===== src/rtl/cbus_arbiter_n_pkg.sv =====
`default_nettype none
// +------------------------------------------------------------------+
// | Module : cbus_arbiter_n_pkg                                      |
// | Brief  : CBus request/response types and arbitration modes.      |
// | Rev    : 1.0                                                     |
// +------------------------------------------------------------------+
package cbus_arbiter_n_pkg;

    localparam int CBUS_AW = 32;
    localparam int CBUS_DW = 32;

    typedef enum logic [0:0] {
        ARB_FIXED = 1'b0,
        ARB_RR    = 1'b1
    } arb_mode_t;

    typedef struct packed {
        logic               valid;
        logic               wen;
        logic [CBUS_AW-1:0] addr;
        logic [CBUS_DW-1:0] wdata;
    } cbus_req_t;

    typedef struct packed {
        logic               ready;
        logic               last;
        logic [CBUS_DW-1:0] rdata;
    } cbus_resp_t;

    typedef enum logic [0:0] {
        ST_IDLE = 1'b0,
        ST_BUSY = 1'b1
    } arb_state_t;

endpackage : cbus_arbiter_n_pkg
`default_nettype wire


===== src/rtl/cbus_arbiter_n_rr_pick.sv =====
`default_nettype none
// +------------------------------------------------------------------+
// | Module : rr_pick                                                 |
// | Brief  : First set bit of a valid vector searching from ptr,     |
// |          wrapping modulo NUM_CH. Purely combinational.           |
// | Rev    : 1.0                                                     |
// +------------------------------------------------------------------+
module rr_pick #(
    parameter int NUM_CH = 2,
    parameter int IDX_W  = 1
) (
    input  logic [NUM_CH-1:0] i_valid,
    input  logic [IDX_W-1:0]  i_ptr,
    output logic              o_found,
    output logic [IDX_W-1:0]  o_idx
);

    int w_cand;

    // Walk the search order backwards so the earliest candidate wins.
    always_comb begin
        o_found = 1'b0;
        o_idx   = '0;
        w_cand  = 0;
        for (int i = NUM_CH - 1; i >= 0; i--) begin
            w_cand = (int'(i_ptr) + i) % NUM_CH;
            if (i_valid[w_cand[IDX_W-1:0]]) begin
                o_found = 1'b1;
                o_idx   = w_cand[IDX_W-1:0];
            end
        end
    end

endmodule : rr_pick
`default_nettype wire


===== src/rtl/cbus_arbiter_n.sv =====
`default_nettype none
// +------------------------------------------------------------------+
// | Module : cbus_arbiter_n                                          |
// | Brief  : N-to-1 CBus arbiter, fixed-priority or round-robin,     |
// |          holding a grant until the last response beat.           |
// | Rev    : 1.0                                                     |
// +------------------------------------------------------------------+
module cbus_arbiter_n
    import cbus_arbiter_n_pkg::*;
#(
    parameter int        NUM_CH   = 2,
    parameter arb_mode_t ARB_MODE = ARB_RR,
    localparam int       IDX_W    = (NUM_CH > 1) ? $clog2(NUM_CH) : 1
) (
    input  logic              clk,
    input  logic              reset,
    input  cbus_req_t         ireqs  [NUM_CH],
    output cbus_resp_t        iresps [NUM_CH],
    output cbus_req_t         oreq,
    input  cbus_resp_t        oresp,
    output logic              grant_valid,
    output logic [IDX_W-1:0]  grant_idx
);

    localparam logic [IDX_W-1:0] c_last_ch = IDX_W'(NUM_CH - 1);

    arb_state_t        r_state;
    arb_state_t        w_next;
    logic [IDX_W-1:0]  r_sel;
    logic [IDX_W-1:0]  r_ptr;
    logic [NUM_CH-1:0] w_valid;
    logic [IDX_W-1:0]  w_pick_ptr;
    logic              w_found;
    logic [IDX_W-1:0]  w_pick_idx;
    logic              w_done;

    for (genvar g = 0; g < NUM_CH; g++) begin : g_valid
        assign w_valid[g] = ireqs[g].valid;
    end

    // Fixed priority is round-robin searched from channel 0.
    assign w_pick_ptr = (ARB_MODE == ARB_RR) ? r_ptr : '0;
    assign w_done     = (r_state == ST_BUSY) && oresp.ready && oresp.last;

    rr_pick #(
        .NUM_CH (NUM_CH),
        .IDX_W  (IDX_W)
    ) u_rr_pick (
        .i_valid (w_valid),
        .i_ptr   (w_pick_ptr),
        .o_found (w_found),
        .o_idx   (w_pick_idx)
    );

    always_ff @(posedge clk) begin
        if (reset) begin
            r_state <= ST_IDLE;
        end else begin
            r_state <= w_next;
        end
    end

    // sel latches only at grant; ptr advances only at completion.
    always_ff @(posedge clk) begin
        if (reset) begin
            r_sel <= '0;
            r_ptr <= '0;
        end else begin
            if (r_state == ST_IDLE && w_found) begin
                r_sel <= w_pick_idx;
            end
            if (ARB_MODE == ARB_RR && w_done) begin
                r_ptr <= (r_sel == c_last_ch) ? '0 : r_sel + IDX_W'(1);
            end
        end
    end

    always_comb begin
        w_next      = r_state;
        oreq        = '0;
        grant_valid = 1'b0;
        grant_idx   = '0;
        for (int i = 0; i < NUM_CH; i++) begin
            iresps[i] = '0;
        end

        case (r_state)
            ST_IDLE: begin
                if (w_found) begin
                    w_next = ST_BUSY;
                end
            end
            ST_BUSY: begin
                if (w_done) begin
                    w_next = ST_IDLE;
                end
            end
            default: w_next = ST_IDLE;
        endcase

        // Outputs are silenced while reset is held so an aborted burst leaks nothing.
        if (r_state == ST_BUSY && !reset) begin
            oreq          = ireqs[r_sel];
            iresps[r_sel] = oresp;
            grant_valid   = 1'b1;
            grant_idx     = r_sel;
        end
    end

endmodule : cbus_arbiter_n
`default_nettype wire


===== config.mk =====
export PLATFORM = sky130hd
export DESIGN_NAME = cbus_arbiter_n
export DESIGN_NICKNAME = d
export VERILOG_FILES = /design/src/rtl/cbus_arbiter_n_pkg.sv /design/src/rtl/cbus_arbiter_n_rr_pick.sv /design/src/rtl/cbus_arbiter_n.sv
export SDC_FILE = /design/constraint.sdc
export NUM_CORES = 1
export LEC_CHECK = 0
export CORE_AREA = 2 2 118 120
export DETAILED_ROUTE_END_ITERATION = 10
export DIE_AREA = 0 0 120 122
export PLACE_DENSITY = 0.57
export REMOVE_ABC_BUFFERS = 1
export SETUP_SLACK_MARGIN = 0.5
export SLEW_MARGIN = 10
export SYNTH_ARGS = -nofsm -noshare
export SYNTH_HDL_FRONTEND = slang
export SYNTH_SLANG_ARGS = --single-unit

===== constraint.sdc =====
create_clock -name clk -period 2 [get_ports clk]
set_input_delay 0.4 -clock clk [delete_from_list [all_inputs] [get_ports clk]]
set_output_delay 0.4 -clock clk [all_outputs]
set_load 0.05 [all_outputs]

Word-level counts from Yosys, hierarchy flattened
Index checks and enable logic that the tools add are counted.
{"block": "word_totals", "reg_bits": 3, "inputBits": 168, "output_inout_bits": 136, "elab_cells": 39}
{"block": "op_classes", "add_sub_neg": 2, "order_cmp": 4, "n_mux": 21, "bitwise": 3, "n_reduce_logical": 6}
{"op": "66-bit two-way mux", "count": 4}
{"op": "68-bit AND", "count": 1}
{"op": "68-bit two-way mux", "count": 1}
{"op": "34-bit demux with 1-bit select", "count": 1}
{"op": "34-bit two-way mux", "count": 1}
{"op": "1-bit two-way mux", "count": 13}
{"op": "1-bit logical AND", "count": 5}
{"op": "1-bit by 2-bit < comparator with 1-bit output, second input constant", "count": 2}
{"op": "1-bit adder, second input constant", "count": 2}
{"op": "2-bit greater-or-equal comparator, second input constant", "count": 1}
{"op": "2-bit by 1-bit < comparator with 1-bit output, second input constant", "count": 1}
{"op": "1-bit NOT with 2-bit output", "count": 1}
{"op": "1-bit one-hot mux with 2 select lines", "count": 1}
{"op": "1-bit zero test", "count": 1}
{"op": "1-bit NOT", "count": 1}

Logic depth before layout (Yosys ltp)
{"block": "logic_depth", "word_depth": 7, "mapped_depth": 5, "mapped_depth_nobuf": 3}

Modules after synthesis
Synthesis repeated with hierarchy kept, for this count alone.
{"block": "unflattened", "hier_cells": 277, "hier_area_um2": 1681.6}
{"mod": "cbus_arbiter_n", "n_inst": 1, "cells_each": 274, "area_each_um2": 1664.1, "seq_area_each_um2": 60.1}
{"mod": "rr_pick", "n_inst": 1, "cells_each": 3, "area_each_um2": 17.5, "seq_area_each_um2": 0.0}

Worst setup path before layout
No wires, ideal clock.
{"block": "synth_path", "kind": "input to output", "start": "input reset", "end": "output oreq[25] (netlist bit)", "arrival_time_ns": 1.531, "t_required_ns": 1.600, "slack_ns": 0.069, "stages": 4, "cell_sequence": "nand2b_4 > buf_6 > buf_2 > nor2_1"}
{"element": "from (decl)", "line": "cbus_arbiter_n.sv:16", "rtl": "input logic reset,"}
{"element": "to (decl)", "line": "cbus_arbiter_n.sv:19", "rtl": "output cbus_req_t oreq,"}

==> out/summary.txt <==
slowest stage cell on the critical path = dfxtp_4
fin crit share = 0.967
die width = 120 microns
Initial Util = 0.125
first-pass GRT wire length = 18400 microns
post-synthesis sequential area ratio = 0.0357
combinational share of power = 0.818
WL met3 = 1070 microns
hold worst-path end = r_sel
Filler Cell Count = 1129
status = complete, no violations
final setup margin = 0.0666 ns
H-tree depth = 1
maximum clock insertion buffer count = 2
antenna cells = 0
slowest cell delay on critical path = 0.37 ns
Die Ht = 122 microns
Worst EP required = 1.60 ns
fin. max-slew vios = 0
VDD IR-drop max = 233 uV
area delta synth->final = 341%
Tot GR Track Use = 0.163
internal power = 1.30 mW
max-cap violations = 0
CTS tree = done
switching part of the total = 0.395
P per Cell Area = 289 nW/um^2
clock share of power = 0.149
final wirelength = 13500 microns
die area = 14600 sq um
Flop pwr share = 0.033
setup slack, reg-to-reg = 0.78 ns
hold path startpoint = reset
YS warnings = 0
layout cells sized above 1 = 0.529
Final Hold Vio Count = 0
Row Count = 43
most frequent cells in the layout = clkdlybuf4s50_1, buf_12, mux2i_1, nor2_1, and2_4
Avg Cell Area, Syn = 6.93 sq um
via density per instance = 4.13
minimum clock period = 1.93 ns
drc violations = 0
clock latency on the worst-skew pair = 0.23 ns
Core Util, Final = 0.549
TritonRoute pass-1 iters = 6
CTS Hold Buffers Added = 0
Critical Path End Type = output pin
Worst slew margin = 0.827
pre-CTS setup slack = -0.0994 ns
Final setup viols = 0
critical path type = flop to output pin
core box area = 13500 sq um
via count = 3082
GRT Residual Overflow = 0
number of routed nets with antenna violations = 0
Buf+Inv Stages, Crit Path = 4
Worst Hold Path Cells = 3
Avg WL per Cell = 18.1 microns
Slew @ Worst Pin = 0.258 ns
clock sink count = 3
Design Area, Final = 7420 sq um
vias in the first global route = 3182
Final Power = 2.14 mW
HP Class = input port to flop
R2R Path End = r_ptr
Cells after Synth = 243
CP Max Fanout = 6
Worst Path Arrival = 1.53 ns
met2 wire length = 7430 microns
clk root buf = clkbuf_16
nets@finish = 736
CP delay by family, top = buffers and inverters
Netlist Area Pre-Place = 1680 sq um
flops & latches, synth = 3
most common cell after layout, fill and taps aside = clkdlybuf4s50_1
Port Buffers = 303
largest net degree at the start of global routing = 47
Detailed Place HPWL = 9810 microns
Psw = 0.846 mW
Placer Congestion = 0.831
r2r startpoint = r_sel
Top cell by count, worst path = buf_12
Iter 0 DRT Violations = 74
WHS = 0.425 ns
DP Area = 6240 sq um
Setup crit start kind = flop
clk slew on worst S/H paths = 0.03 ns
Leak = 2.86 nW
f_max = 0.517 GHz
r2r worst-path depth = 5
M1 wire length = 4750 microns
max layer used = met4
Clock Skew = 0.00374 ns
crit path cell chain = buf_12, buf_12, buf_16, mux2i_1, nor2_1, buf_12
RSZ-0062 raised after global routing = yes
initial antenna violation count = 0
CTS buffer count = 3
count of boundary I/O pins = 304
count of distinct cell types in the synthesized netlist = 21
[flip-flops by register name, summed over array words and instances, names as in the netlist]
register / count
r_sel: 1
r_state: 1
r_ptr: 1
[cell type report]
class	count	area (sq um)	area share
repair buffers	341	5120	0.691
multi-input cells	212	1840	0.249
well taps	180	225	0.0304
clock buffers	4	78.8	0.0106
flip-flops and latches	3	67.6	0.00911
repair inverters	4	53.8	0.00725
inverters	3	23.8	0.00321
[tightest hold or removal path: stages]
cell,delay (ns)
buf_6,0.07
buf_4,0.10
a21oi_1,0.04
[through the flow]
step           setup TNS (ns)  cells
3_3_place_gp            -5.02    710
6_report                    0    747
4_1_cts                     0    739
2_1_floorplan         -279.07    218
5_1_grt                     0    747
3_5_place_dp            -6.02    710
[what timing repair did]
action,4_1_cts,5_1_grt
endpoints found under the setup margin,136,136
pin swaps,12,14
buffers inserted,13,4
resized for setup,96,66
hold endpoints to repair,0,0
gates cloned,12,4
[per-layer routing]
layer,global-route usage,vias to the layer above
li1,-,1468
met1,0.170,1402
met2,0.327,197
met3,0.0375,15
met4,0.0316,0
met5,0,-
[cell families (layout without fill, tap and decap cells)]
family | count (synthesis) | count (layout) | share of synthesized area
AO/OA/AOI/OAI | 5 | 5 | 0.0178
buffers and inverters | 28 | 352 | 0.124
flip-flops | 3 | 3 | 0.0357
multiplexers | 66 | 66 | 0.393
AND/OR/NAND/NOR | 141 | 141 | 0.430
[cells in the mapped netlist, drive strengths merged]
master / count / area share
buf: 21 / 0.11
o31ai: 1 / 0.0045
nor2: 68 / 0.16
inv: 3 / 0.0082
nand3: 1 / 0.0030
mux2i: 66 / 0.39
nand2b: 1 / 0.0082
nand2: 1 / 0.0022
o211ai: 1 / 0.0045
clkbuf: 4 / 0.010
a21oi: 2 / 0.0059
o21ai: 1 / 0.0030
and2: 35 / 0.13
and3: 34 / 0.13
or2: 1 / 0.0037
dfxtp: 3 / 0.036
[power groups by stage]
stage / clock, mW / sequential, mW / combinational (mW)
floorplan: 0 / 0.103 / 0.554
global route: 0.330 / 0.0709 / 1.82
finish: 0.320 / 0.0707 / 1.75
detailed placement: 0 / 0.0722 / 1.45
global placement: 0 / 0.0719 / 1.44
CTS: 0.320 / 0.0707 / 1.65
[worst max-delay path by stage]
stage / startpoint / end / slack, ns / cells past startpoint
3_5_place_dp: reset / iresps[31] / -0.1 / 5
6_report: r_sel / oreq[34] / 0.07 / 6
2_1_floorplan: r_sel / oreq[0] / -2.14 / 2
5_1_grt: r_sel / oreq[34] / 0.05 / 6
4_1_cts: r_sel / oreq[54] / 0.13 / 6
3_3_place_gp: reset / iresps[19] / -0.07 / 5
Note: power is estimated with default switching activity, not from simulation.
